--- src/rtl/perceptron_sample_loader.sv ---
// Byte-serial training-set loader that replays its buffer over a valid/ready stream for N epochs.
// Optional LOADER_CHECKSUM_EN adds a running mod-2^DW byte checksum output.
module perceptron_sample_loader #(
  parameter int N_SAMPLES = 3,
  parameter int INP_DIM   = 2,
  parameter int DW        = 8
) (
  input  logic                  clk,
  input  logic                  rst_n,
  input  logic                  in_valid,
  input  logic [DW-1:0]         in_data,
  output logic                  in_ready,
  input  logic                  reload,
  input  logic                  start,
  input  logic [3:0]            epochs,
  output logic                  out_valid,
  input  logic                  out_ready,
  output logic [INP_DIM*DW-1:0] out_x,
  output logic                  out_y,
  output logic                  out_last,
  output logic                  out_last_ep,
  output logic                  busy,
  output logic                  loaded
`ifdef LOADER_CHECKSUM_EN
  ,
  output logic [DW-1:0]         checksum
`endif
);

  localparam int SB    = INP_DIM + 1;
  localparam int TOTAL = N_SAMPLES * SB;
  localparam int WPW   = (TOTAL > 1) ? $clog2(TOTAL) : 1;
  localparam int SW    = (N_SAMPLES > 1) ? $clog2(N_SAMPLES) : 1;

  typedef enum logic [1:0] {S_LOAD, S_READY, S_STREAM} state_e;

  state_e         state_q, state_d;
  logic [WPW-1:0] wptr_q, wptr_d;
  logic [SW-1:0]  sidx_q, sidx_d;
  logic [3:0]     eidx_q, eidx_d;
  logic [3:0]     etgt_q, etgt_d;
  logic [DW-1:0]  buf_q [TOTAL];
  logic           accept, hs, last_s, last_e;
`ifdef LOADER_CHECKSUM_EN
  logic [DW-1:0]  csum_q, csum_d;
`endif

  assign accept = (state_q == S_LOAD) && in_valid;
  assign hs     = (state_q == S_STREAM) && out_ready;
  assign last_s = (sidx_q == SW'(N_SAMPLES - 1));
  assign last_e = (eidx_q == (etgt_q - 4'd1));

  always_comb begin
    state_d = state_q;
    wptr_d  = wptr_q;
    sidx_d  = sidx_q;
    eidx_d  = eidx_q;
    etgt_d  = etgt_q;
`ifdef LOADER_CHECKSUM_EN
    csum_d  = csum_q;
`endif
    // reload pre-empts everything, including a same-cycle start or stream handshake
    if (reload) begin
      state_d = S_LOAD;
      wptr_d  = '0;
      sidx_d  = '0;
      eidx_d  = '0;
`ifdef LOADER_CHECKSUM_EN
      csum_d  = '0;
`endif
    end else begin
      case (state_q)
        S_LOAD: if (accept) begin
`ifdef LOADER_CHECKSUM_EN
          csum_d = csum_q + in_data;
`endif
          if (wptr_q == WPW'(TOTAL - 1)) begin
            wptr_d  = '0;
            state_d = S_READY;
          end else begin
            wptr_d = wptr_q + 1'b1;
          end
        end
        S_READY: if (start) begin
          state_d = S_STREAM;
          sidx_d  = '0;
          eidx_d  = '0;
          etgt_d  = (epochs == 4'd0) ? 4'd1 : epochs;
        end
        S_STREAM: if (hs) begin
          if (last_s) begin
            sidx_d = '0;
            if (last_e) state_d = S_READY;
            else        eidx_d  = eidx_q + 4'd1;
          end else begin
            sidx_d = sidx_q + 1'b1;
          end
        end
        default: state_d = S_LOAD;
      endcase
    end
  end

  always_ff @(posedge clk) begin
    if (!rst_n) begin
      state_q <= S_LOAD;
      wptr_q  <= '0;
      sidx_q  <= '0;
      eidx_q  <= '0;
      etgt_q  <= '0;
`ifdef LOADER_CHECKSUM_EN
      csum_q  <= '0;
`endif
    end else begin
      state_q <= state_d;
      wptr_q  <= wptr_d;
      sidx_q  <= sidx_d;
      eidx_q  <= eidx_d;
      etgt_q  <= etgt_d;
`ifdef LOADER_CHECKSUM_EN
      csum_q  <= csum_d;
`endif
    end
  end

  // Sample storage is datapath only: never reset, contents meaningless until a full load completes.
  always_ff @(posedge clk) begin
    if (accept) buf_q[wptr_q] <= in_data;
  end

  assign in_ready    = (state_q == S_LOAD);
  assign out_valid   = (state_q == S_STREAM);
  assign busy        = (state_q == S_STREAM);
  assign loaded      = (state_q == S_READY);
  assign out_last    = out_valid && last_s;
  assign out_last_ep = out_valid && last_e;

  for (genvar g = 0; g < INP_DIM; g++) begin : g_feat
    logic [WPW-1:0] ridx;
    assign ridx = WPW'(sidx_q) * WPW'(SB) + WPW'(g);
    assign out_x[g*DW +: DW] = out_valid ? buf_q[ridx] : '0;
  end

  logic [WPW-1:0] lidx;
  assign lidx  = WPW'(sidx_q) * WPW'(SB) + WPW'(INP_DIM);
  assign out_y = out_valid && buf_q[lidx][0];

`ifdef LOADER_CHECKSUM_EN
  assign checksum = csum_q;
`endif

endmodule
--- config.mk ---
export PLATFORM = sky130hd
export DESIGN_NAME = perceptron_sample_loader
export DESIGN_NICKNAME = d
export VERILOG_FILES = /design/src/rtl/perceptron_sample_loader.sv
export SDC_FILE = /design/constraint.sdc
export NUM_CORES = 1
export LEC_CHECK = 0
export BUFFER_PORTS_ARGS = -buffer_cell sky130_fd_sc_hd__buf_2
export CAP_MARGIN = 20
export CORE_MARGIN = 2
export CORE_UTILIZATION = 63
export CTS_CLUSTER_DIAMETER = 40
export CTS_CLUSTER_SIZE = 14
export DETAILED_ROUTE_END_ITERATION = 16
export PLACE_DENSITY = 0.84
export SLEW_MARGIN = 20
export SYNTH_ARGS = -nofsm -noshare
export SYNTH_HDL_FRONTEND = slang
export SYNTH_SLANG_ARGS = --single-unit
--- constraint.sdc ---
create_clock -name clk -period 4.06 [get_ports clk]
set_input_delay 0.203 -clock clk [delete_from_list [all_inputs] [get_ports clk]]
set_output_delay 0.203 -clock clk [all_outputs]
set_load 0.02 [all_outputs]
# == Word-level counts from Yosys, hierarchy flattened ==
# Memories as Yosys holds them, arrays and structs flattened.
# Index checks and enable logic that the tools add are counted.
# classes
n_addsub,6
mul,1
eq_ne,12
muxes,22
n_bitwise,2
n_reduce_logical,14
# ops
cell,n
2-to-1 mux 4 bit,6
2-to-1 mux 2 bit,9
2-to-1 mux 8 bit,2
adder 4 x 1 -> 4 bit (second input constant),3
inequality test 2 x 1 -> 1 bit (second input constant),5
one-hot mux 4 bit (2 select lines),1
one-hot mux 2 bit (3 select lines),1
AND reduction 3 bit,2
AND reduction 6 bit,1
logical AND 1 bit,5
AND reduction 5 bit,1
adder 4 x 2 -> 4 bit (second input constant),1
equality test 2 bit (second input constant),2
equality test 4 bit,1
equality test 4 bit (second input constant),1
zero test 4 bit,1
multiplier 2 x 2 -> 4 bit (second input constant),1
inequality test 2 bit (second input constant),2
one-hot mux 2 bit (2 select lines),1
subtractor 4 x 1 -> 4 bit (second input constant),1
adder 2 x 1 -> 2 bit (second input constant),1
equality test 2 x 1 -> 1 bit (second input constant),1
zero test 2 bit,1
2-to-1 mux 1 bit,2
4 further kinds,5
# word_totals
reg_bits,16
mem_bits_rw,72
in_bits,18
out_inout_bits,23
word_cells,63
mem_count,1
# mem_list
memory,words,word_bits,rd,rd_clocked_by_memory_dff,wr,line,rtl
buf_q,9,8,3,0,1,42,logic [DW-1:0] buf_q [TOTAL];

# == Logic depth before layout (Yosys ltp) ==
# Gate-level depths: netlist of the first run.
# logic_depth
word_depth,6
mapped_depth,10
ltp_nobuf,7

# == Worst setup path after synthesis of the first run ==
# No wires, ideal clock.
# synth_timing
path_type,reg-to-output
start,reg sidx_q[0]
end,out out_x[14]
arrival_time_ns,2.349
required_time_ns,3.857
path_slack_ns,1.508
stages_incl_launch_ff,11
n_path_buf,5
path_cell_list,dfxtp_1 buf_4 buf_4 buf_4 inv_1 ha_1 clkbuf_1 buf_4 mux4_2 mux2i_1 nor2_1
# synth_between
elab_chain_cells,4
# synth_rtl
item,line,rtl
"start, declared",39,"logic [SW-1:0] sidx_q, sidx_d;"
"start signal, assigned",117,sidx_q <= sidx_d;
multiplier 2 x 2 -> 4 bit,140,assign ridx = WPW'(sidx_q) * WPW'(SB) + WPW'(g);
adder 4 x 1 -> 4 bit,140,
memory read (9 x 8 bit),n/a,
2-to-1 mux 8 bit,141,assign out_x[g*DW +: DW] = out_valid ? buf_q[ridx] : '0;
"end, declared",18,"output logic [INP_DIM*DW-1:0] out_x,"
# No other way between the ends.

# == Worst setup path in the final report of the first run ==
# layout_timing
start,reg sidx_q[0]
end,out out_x[3]
# layout_between
elab_chain_cells,3
# layout_rtl
item,line
multiplier 2 x 2 -> 4 bit,140
memory read (9 x 8 bit),n/a
2-to-1 mux 8 bit,141
# No other way between the ends.

==> out/metrics.cfg, run 1 <==
[cells_and_area]
finish.instance_area_um2=4610
final_common_cell=edfxtp_1
n_fill_cell=400
nNetsFinal=347
syn2layout_area_growth_pct=11.4
multi_input_area_um2=1540
num_antenna_cells=0
final_cells=400
drive_gt1_share_pct=26.9
mostFrequentLayoutCells=edfxtp_1 (72), buf_2 (40), mux4_2 (26)
regArea_um2=2480

[placement]
place_congestion=0.827
place_area_um2=4380
portBuffers=40
hpwl_mm=5.37
dp_cells=384

[critical_path]
rrSetupSlack_ns=1.97
slowest_delay_ns=0.60
required_ns=3.86
critical_path.slowest_cell=clkinv_1
critPathKind=flop to output pin
worstPathArrival_ns=2.77
setup.worst_path.start_class=flop
critPathCaptureType=output pin
cp_max_fo=29
crit_path_cell_trace=buf_4 -> ha_1 -> clkinv_1 -> o21ai_0 -> a21oi_1 -> buf_2

[logic_synthesis]
ys_top_cells_by_area=edfxtp_1 (52%), mux4_2 (14%), dfxtp_1 (7.7%)
synth_top_area_share_pct=52.2
ys.flop_type=edfxtp_1
synth_top_area_cell=edfxtp_1
avgSynthCellArea_um2=14.9
syn-num-nets=307
synth_seq_cells=88
ys_async_sr_fraction_pct=0
synth_edf_count=72
postSynthCellCount=278
netlist_area_um2=4140
ys_seq_area_share_pct=60.0
yosys_warnings=0
synthDistinctLibCells=36

[clock_network]
post_cts_resized=0
cts-htree-levels=3
post_cts_buffers=0
tritoncts=built
root_buffer=clkbuf_8
cts_buffers=9
clk_pin_slew_ns=0.09
clock_latency_ns=0.36
cts.sinks=88
postCtsHoldBufs=0
clockBufferDepth=2

[global_route]
grt_pass1_wl_mm=13.3
grt_max_degree=30
gr-total-overflow=0
grt_pass1_vias=2594
antenna_found_initial=0
track_usage_pct=24.8

[sta]
post-route-period-util_pct=73.3
rsz0062_at_grt=no
max_slew_margin_pct=38.4
period_needed_ns=2.97
skew_ns=0.00631
timing.setup.tns_ns=0
hold_violations=0
worst_pin_slew_ns=0.925
slew_violations=0
setup_viol=0
fmax_mhz=336
holdWs_ns=0.105

[floorplanning]
num_io_pins=41
fp.dieH_um=85.1
start_util_pct=65.2
num_rows=29
fp.dieW_um=85.1
die_area_um2=7230
core-area_um2=6350

[drt]
wire_per_inst_um=20.5
first_pass_iters=5
avgViaCountPerCell=6.28
drtAntennaViolNets=0
initialDrtViolationCount=165
num_vias=2511
drc=0
wl_mm=8.21

[power]
peakVddDrop_mv=0.377
p_clk_share_pct=39.7
seqPwrFrac_pct=57.5
p_per_area_nw_per_um2=373
p_switching_w=0.000360
p_leak_nw=1.64
p_int_w=0.00136
pwr-share-comb_pct=2.8
switching_share_pct=20.9

[run]
maxCapViolCount=0

[hold_path]
hp-class=input pin to flop

[outcome]
outcome=completed

==> final timing paths <==
kind,from,to,cells after the start
hold reg to reg,etgt_q[1]$_SDFFE_PN0P_,etgt_q[1]$_SDFFE_PN0P_,2
setup / recovery,sidx_q[0]$_SDFFE_PP0P_,out_x[3],6
hold / removal,epochs[1],etgt_q[1]$_SDFFE_PN0P_,3
setup reg to reg,state_q[0]$_SDFFE_PP0P_,eidx_q[3]$_SDFFE_PP0P_,7
==> routing by layer <==
layer,part of all wire (%),vias to the layer above,wire [um],GRT usage [%]
met5,0,-,0,0
met4,1.8,0,150,9.24
met3,7.4,13,605,5.64
met2,50,116,4100,40.6
met1,41,1243,3360,33.0
li1,-,1139,-,-
==> power by group through the flow <==
stage               registers (W)  clock network, W  logic [W]
floorplan                 0.00101                 0  0.0000235
global placement          0.00101                 0  0.0000459
detailed placement        0.00101                 0  0.0000479
CTS                      0.000987          0.000686  0.0000485
global route             0.000988          0.000724  0.0000533
finish                   0.000987          0.000682  0.0000486
==> area by class of cell <==
class / instances / area share (%)
Clock buffer: 9 / 2.69
Clock inverter: 7 / 2.25
Multi-Input combinational cell: 164 / 33.3
Inverter: 12 / 0.977
Sequential cell: 88 / 53.9
Timing Repair Buffer: 43 / 4.83
Tap cell: 77 / 2.09
==> state kept, by name (all words and copies together) (netlist names) <==
name / count
state_q: 2
wptr_q: 4
eidx_q: 4
etgt_q: 4
sidx_q: 2
buf_q: 72
==> through the flow <==
step,utilization (%),worst slack [ns],total power [W]
2_1_floorplan,-,1.51,0.00103
3_3_place_gp,69.0,1.61,0.00105
3_5_place_dp,69.0,1.50,0.00106
4_1_cts,72.6,1.05,0.00172
5_1_grt,72.6,0.888,0.00177
6_report,72.6,1.09,0.00172
==> cells in the mapped netlist (5+ instances only) <==
| cell type | number |
|---|---|
| edfxtp_1 | 72 |
| mux4_2 | 26 |
| mux2i_1 | 19 |
| nor2_1 | 17 |
| dfxtp_1 | 16 |
| o21ai_0 | 15 |
| a21oi_1 | 12 |
| ha_1 | 11 |
| inv_1 | 11 |
| nand2_1 | 11 |
| and2_1 | 10 |
| buf_4 | 6 |
| xor2_1 | 6 |
| a21boi_0 | 5 |
| clkbuf_1 | 5 |
==> worst max-delay path, delay by kind of cell, from the launching register on <==
| family | cells | cell delay [ns] |
|---|---|---|
| buf+inv | 3 | 1.19 |
| fa+ha+maj | 1 | 0.32 |
| compound gates | 2 | 0.54 |
| flops | 1 | 0.35 |
==> kinds of logic (layout without fill, tap and decap cells) <==
logic type	Yosys count	after routing	synth area share [%]
buf+inv	26	71	2.93
fa+ha+maj	11	11	3.33
compound gates	39	39	5.59
mux	45	45	18.7
flops	88	88	60.0
xor+xnor	10	10	2.12
simple gates	59	59	7.32
Power figures use the tool's default switching activity.
==> run 2: changes to the inputs <==
--- a/config.mk
+++ b/config.mk
@@ -8,11 +8,11 @@
 export BUFFER_PORTS_ARGS = -buffer_cell sky130_fd_sc_hd__buf_2
 export CAP_MARGIN = 20
 export CORE_MARGIN = 2
-export CORE_UTILIZATION = 63
+export CORE_UTILIZATION = 53
 export CTS_CLUSTER_DIAMETER = 40
 export CTS_CLUSTER_SIZE = 14
 export DETAILED_ROUTE_END_ITERATION = 16
-export PLACE_DENSITY = 0.84
+export PLACE_DENSITY = 0.76
 export SLEW_MARGIN = 20
 export SYNTH_ARGS = -nofsm -noshare
 export SYNTH_HDL_FRONTEND = slang
==> constraint.sdc (replaced) <==
create_clock -name clk -period 2.4 [get_ports clk]
set_input_delay 0.12 -clock clk [delete_from_list [all_inputs] [get_ports clk]]
set_output_delay 0.12 -clock clk [all_outputs]
set_load 0.02 [all_outputs]
==> run 2 against run 1 <==
Core utilization shrank 10 points. Sequential power is 69% higher. Die area up 18%. Clock skew is 0.0064 ns higher. Via count is 1.5% lower. Hold slack got worse by 0.097 ns. Register-to-register slack lost 1.5 ns. Largest cell class unchanged. Highest routed layer unchanged. Critical path type unchanged. First-iteration DRC count increased by 13%. Critical path depth is 1 higher. Global-route usage decreased by 5.3 points. Total power grew 71%. Sequential cell count unchanged.
==> out/metrics.cfg, run 2 (synthesis results as in run 1) <==
[global_route]
grt_pass1_vias=2390
track_usage_pct=19.5
grt_max_degree=30
gr-total-overflow=0
antenna_found_initial=0
grt_pass1_wl_mm=12.4

[placement]
portBuffers=40
dp_cells=413
hpwl_mm=5.33
place_area_um2=4460
pre_cts_slack_ns=0.410
place_congestion=0.803

[sta]
slew_violations=0
period_needed_ns=2.29
skew_ns=0.0127
post-route-period-util_pct=95.5
max_slew_margin_pct=62.7
rsz0062_at_grt=yes
setup_viol=0
hold_violations=0
setup_ws_ns=0.107
fmax_mhz=436
worst_pin_slew_ns=0.559

[floorplanning]
fp.dieW_um=92.4
fp.dieH_um=92.4
die_area_um2=8530
start_util_pct=54.1
core-area_um2=7650
num_rows=32
num_io_pins=41

[power]
p_leak_nw=1.68
peakVddDrop_mv=0.480
p_per_area_nw_per_um2=617

[clock_network]
tritoncts=built
cts-htree-levels=3
clock_latency_ns=0.36
cts.sinks=88
root_buffer=clkbuf_8
cts_buffers=9
clk_pin_slew_ns=0.10
clockBufferDepth=2

[hold_path]
min_path_cells=3
hp-class=input pin to flop

[cells_and_area]
mostFrequentLayoutCells=edfxtp_1 (72), buf_2 (40), mux4_2 (26)
drive_gt1_share_pct=29.8
finish.instance_area_um2=4750
nNetsFinal=353
num_antenna_cells=0
top_register=buf_q
syn2layout_area_growth_pct=14.8
largest_reg_flops=72
final_cells=431
n_fill_cell=550
final_common_cell=edfxtp_1
fin_util_pct=62.1

[drt]
wire_per_inst_um=18.3
avgViaCountPerCell=5.74
initialDrtViolationCount=186
num_vias=2473
wl_mm=7.90
drc=0
drtAntennaViolNets=0
first_pass_iters=5

[critical_path]
setup.worst_path.start_class=flop
crit_path_cell_trace=inv_1 -> ha_2 -> buf_4 -> mux4_2 -> mux2i_1 -> nor2_1 -> buf_2
critPathKind=flop to output pin
worstPathArrival_ns=2.17
slowest_delay_ns=0.41
critPathTopFamily=buffers and inverters
critical_path.slowest_cell=ha_2
worstSetupPathDepth=7
cp_max_fo=8
required_ns=2.28
reg2reg_depth=4
critPathCaptureType=output pin
critPathBufInv=3

[run]
maxCapViolCount=0

[outcome]
outcome=completed

[run 2: cell types whose count changed in the layout (fill, tap and decap cells not counted), sizes merged]
cell	change
buf	+4
clkbuf	+1
clkinv	-3
clkinvlp	+1
dlygate4sd3	+1
inv	+2
[run 2: metrics by stage]
step | hold slack (ns) | power [W] | setup TNS, ns
CTS | 0.000181 | 0.00295 | 0
global placement | 0.388 | 0.00178 | 0
global route | 0.0185 | 0.00302 | -0.0171
finish | 0.00775 | 0.00293 | 0
floorplan | 0.219 | 0.00174 | 0
detailed placement | 0.393 | 0.00178 | 0
[run 2: final timing paths]
check,slack (ns),endpoint,startpoint
max,0.11,out_x[10],sidx_q[0]$_SDFFE_PP0P_
min,0.008,etgt_q[1]$_SDFFE_PN0P_,epochs[1]
max reg2reg,0.51,buf_q[5][1]$_DFFE_PP_,state_q[1]$_SDFFE_PP0P_
min reg2reg,0.50,eidx_q[3]$_SDFFE_PP0P_,eidx_q[3]$_SDFFE_PP0P_
[run 2: worst register-to-register path: stages, from the launching register on]
cell     delay [ns]
dfxtp_1        0.35
nor2_1         0.20
nand2_1        0.14
nor3b_1        0.34
and2_1         0.51
[run 2: final cells by class]
class / count / area, um2 / share of cell area (%)
clock buffers: 9 / 124 / 2.61
well taps: 102 / 128 / 2.69
flip-flops and latches: 88 / 2480 / 52.3
multi-input cells: 164 / 1550 / 32.6
clock inverters: 7 / 110 / 2.32
inverters: 12 / 45.0 / 0.948
repair buffers: 49 / 313 / 6.59
[run 2: power by group]
group / switching (W) / internal (W) / total, W
Clock: 0.000568 / 0.000611 / 0.00118
Sequential: 0.00000636 / 0.00166 / 0.00167
Combinational: 0.0000473 / 0.0000343 / 0.0000817
[run 2: repair_timing]
action | 4_1_cts | 5_1_grt
pin swaps | 0 | 0
endpoints found under the hold margin | 1 | 0
cloned | 0 | 1
gates resized for setup | 2 | 4
hold buffers | 1 | 0
endpoints found under the setup margin | 2 | 11
buffers inserted | 0 | 0
[run 2: per-layer routing]
metal / track usage [%] / up-vias / share of wire (%)
li1: - / 1155 / -
met1: 26.9 / 1246 / 44
met2: 31.0 / 66 / 50
met3: 4.31 / 6 / 5.0
met4: 6.97 / 0 / 0.80
met5: 0 / - / 0
==> run 3: changes to the inputs <==
--- a/config.mk
+++ b/config.mk
@@ -5,6 +5,7 @@
 export SDC_FILE = /design/constraint.sdc
 export NUM_CORES = 1
 export LEC_CHECK = 0
+export ABC_AREA = 1
 export BUFFER_PORTS_ARGS = -buffer_cell sky130_fd_sc_hd__buf_2
 export CAP_MARGIN = 20
 export CORE_MARGIN = 2
@@ -12,7 +13,8 @@
 export CTS_CLUSTER_DIAMETER = 40
 export CTS_CLUSTER_SIZE = 14
 export DETAILED_ROUTE_END_ITERATION = 16
-export PLACE_DENSITY = 0.76
+export HOLD_SLACK_MARGIN = 0.15
+export PLACE_DENSITY = 0.75
 export SLEW_MARGIN = 20
 export SYNTH_ARGS = -nofsm -noshare
 export SYNTH_HDL_FRONTEND = slang
==> run 3 against run 2 <==
Count of clock-buffer cells in the layout grew 1. Via count rose by 39%. Sequential share of layout area is 3.3 points lower. First-iteration DRC count rose by 65%. Synthesized cell count rose by 59%. Largest cell class unchanged. Critical endpoint is now out_x[1]. Critical path depth grew 1. Highest routed layer unchanged.
==> out/metrics.cfg, run 3 <==
[clock_network]
post_cts_buffers=0
cts_buffers=9
clock_latency_ns=0.35
cts.sinks=88
clockBufferDepth=2
cts-htree-levels=3
tritoncts=built
root_buffer=clkbuf_8
clk_pin_slew_ns=0.08

[logic_synthesis]
syn-num-nets=472
synthTopCellsByCount=edfxtp_1 (72), nand2_1 (71), o21ai_0 (49)
yosys_warnings=0
ys.flop_type=edfxtp_1
synth_top_area_share_pct=50.4
synth_seq_cells=88
synth_top_area_cell=edfxtp_1
synth_edf_count=72
ys_top_cells_by_area=edfxtp_1 (50%), dfxtp_1 (7.5%), nand2_1 (6.2%)
synthDistinctLibCells=35
avgSynthCellArea_um2=9.69
ys_seq_area_share_pct=57.8
postSynthCellCount=443
ys_async_sr_fraction_pct=0
netlist_area_um2=4290
synthMostInstantiatedCell=edfxtp_1

[placement]
place_congestion=0.847
hpwl_mm=6.28
pre_cts_slack_ns=0.364
portBuffers=40

[sta]
max_slew_margin_pct=69.1
skew_ns=0.0147
fmax_mhz=445
period_needed_ns=2.25
setup_viol=0
worst_pin_slew_ns=0.463
holdWs_ns=0.174
post-route-period-util_pct=93.6
timing.setup.tns_ns=0
hold_violations=0
setup_ws_ns=0.154
rsz0062_at_grt=no
slew_violations=0

[critical_path]
worstPathArrival_ns=2.13
required_ns=2.28
cp_max_fo=47
timing.rr.start=sidx_q[0]$_SDFFE_PP0P_
critPathKind=flop to output pin
setup.worst_path.start_class=flop
reg2reg_depth=11
critPathCaptureType=output pin
crit_start=sidx_q[0]$_SDFFE_PP0P_

[floorplanning]
num_io_pins=41
core-area_um2=7770
die_area_um2=8830
fp.dieH_um=94.0
num_rows=32
fp.dieW_um=94.0
start_util_pct=55.3

[run]
maxCapViolCount=0

[power]
peakVddDrop_mv=0.424
seqPwrFrac_pct=57.8
p_leak_nw=2.01
p_int_w=0.00230
p_total_w=0.00289
switching_share_pct=20.4
p_switching_w=0.000589
pwr-share-comb_pct=3.8
p_clk_share_pct=38.4
p_per_area_nw_per_um2=570

[drt]
initialDrtViolationCount=306
avgViaCountPerCell=5.62
drc=0
wire_per_inst_um=15.7
drtAntennaViolNets=0
num_vias=3448
first_pass_iters=5
wl_mm=9.65

[global_route]
grt_max_degree=52
grt_pass1_vias=3197
antenna_found_initial=0
track_usage_pct=23.8
grt_pass1_wl_mm=15.9
gr-total-overflow=0

[hold_path]
hp-start=out_ready
min_path_cells=5
hp-class=input pin to flop

[cells_and_area]
fin_util_pct=65.3
mostFrequentLayoutCells=edfxtp_1 (72), nand2_1 (71), o21ai_0 (49)
final_common_cell=edfxtp_1
nNetsFinal=536
largest_reg_flops=72
num_antenna_cells=0
syn2layout_area_growth_pct=18.2
drive_gt1_share_pct=17.8
top_register=buf_q

[outcome]
outcome=completed

## run 3: cell types whose count changed in the layout (fill, tap and decap cells not counted), moves of 8 or more
cell | previous run | this run
o21ai_1 | 0 | 8
nand2_1 | 11 | 71
and2_1 | 10 | 0
dlygate4sd3_1 | 1 | 18
inv_1 | 11 | 36
a21oi_1 | 11 | 42
mux4_2 | 26 | 0
buf_4 | 5 | 13
nand3_1 | 4 | 17
o21ai_0 | 15 | 49
nor2_1 | 16 | 43
mux2i_1 | 19 | 3
## run 3: worst max-delay path, cell delays in order, from the launching register on
cell and delay (ns):
dfxtp_1 0.34, inv_2 0.10, buf_8 0.26, ha_1 0.22, inv_1 0.18, o211ai_1 0.17, nand3_1 0.11, a21oi_1 0.19
buf_2 0.20
## run 3: layout make-up
class	instances	area (um2)
clock inverter	6	91.3
fill	614	2700
timing repair buffer	74	526
multi-input combinational	290	1550
inverter	44	169
clock buffer	10	128
sequential	88	2480
tap	102	128
## run 3: logic make-up (layout without fill, tap and decap cells)
| logic type | after synthesis | count (layout) | share of synthesized area [%] |
|---|---|---|---|
| muxes | 3 | 3 | 0.700 |
| and+or+nand+nor | 153 | 153 | 15.7 |
| AOI/OAI and AO/OA | 116 | 116 | 14.6 |
| adders and majority gates | 11 | 11 | 3.21 |
| DFF | 88 | 88 | 57.8 |
| xor gates and xnor gates | 7 | 7 | 1.43 |
| buffers and inverters | 65 | 134 | 6.47 |
## run 3: layer usage
| layer | vias to the layer above | wire length (um) | GRT usage [%] |
|---|---|---|---|
| met5 | - | 0 | 0 |
| met4 | 0 | 278 | 9.30 |
| met3 | 30 | 762 | 4.98 |
| met2 | 167 | 4520 | 36.3 |
| met1 | 1593 | 4090 | 33.5 |
| li1 | 1658 | - | - |
## run 3: power by group through the flow
stage | Combinational (W) | Sequential, W | Clock (W)
floorplan | 0.0000428 | 0.00171 | 0
global placement | 0.0000884 | 0.00171 | 0
detailed placement | 0.0000913 | 0.00171 | 0
CTS | 0.000108 | 0.00167 | 0.00113
global route | 0.000122 | 0.00167 | 0.00119
finish | 0.000109 | 0.00167 | 0.00111
## run 3: path summary, 6_finish.rpt
path                              to  slack (ns)
max                         out_x[1]        0.15
max reg2reg  state_q[1]$_SDFFE_PP0P_        0.26
min reg2reg   sidx_q[1]$_SDFFE_PP0P_        0.50
min           sidx_q[1]$_SDFFE_PP0P_        0.17
## run 3: stage by stage
step	std cells	instance area, um2
2_1_floorplan	443	4290
3_3_place_gp	580	4630
3_5_place_dp	580	4630
4_1_cts	614	5030
5_1_grt	614	5070
6_report	614	5070
## run 3: repair_timing
item,in CTS,in global routing
endpoints found under the hold margin,79,0
endpoints found under the setup margin,3,17
hold buffers,18,0
resized for setup,1,11
pin swaps,0,2
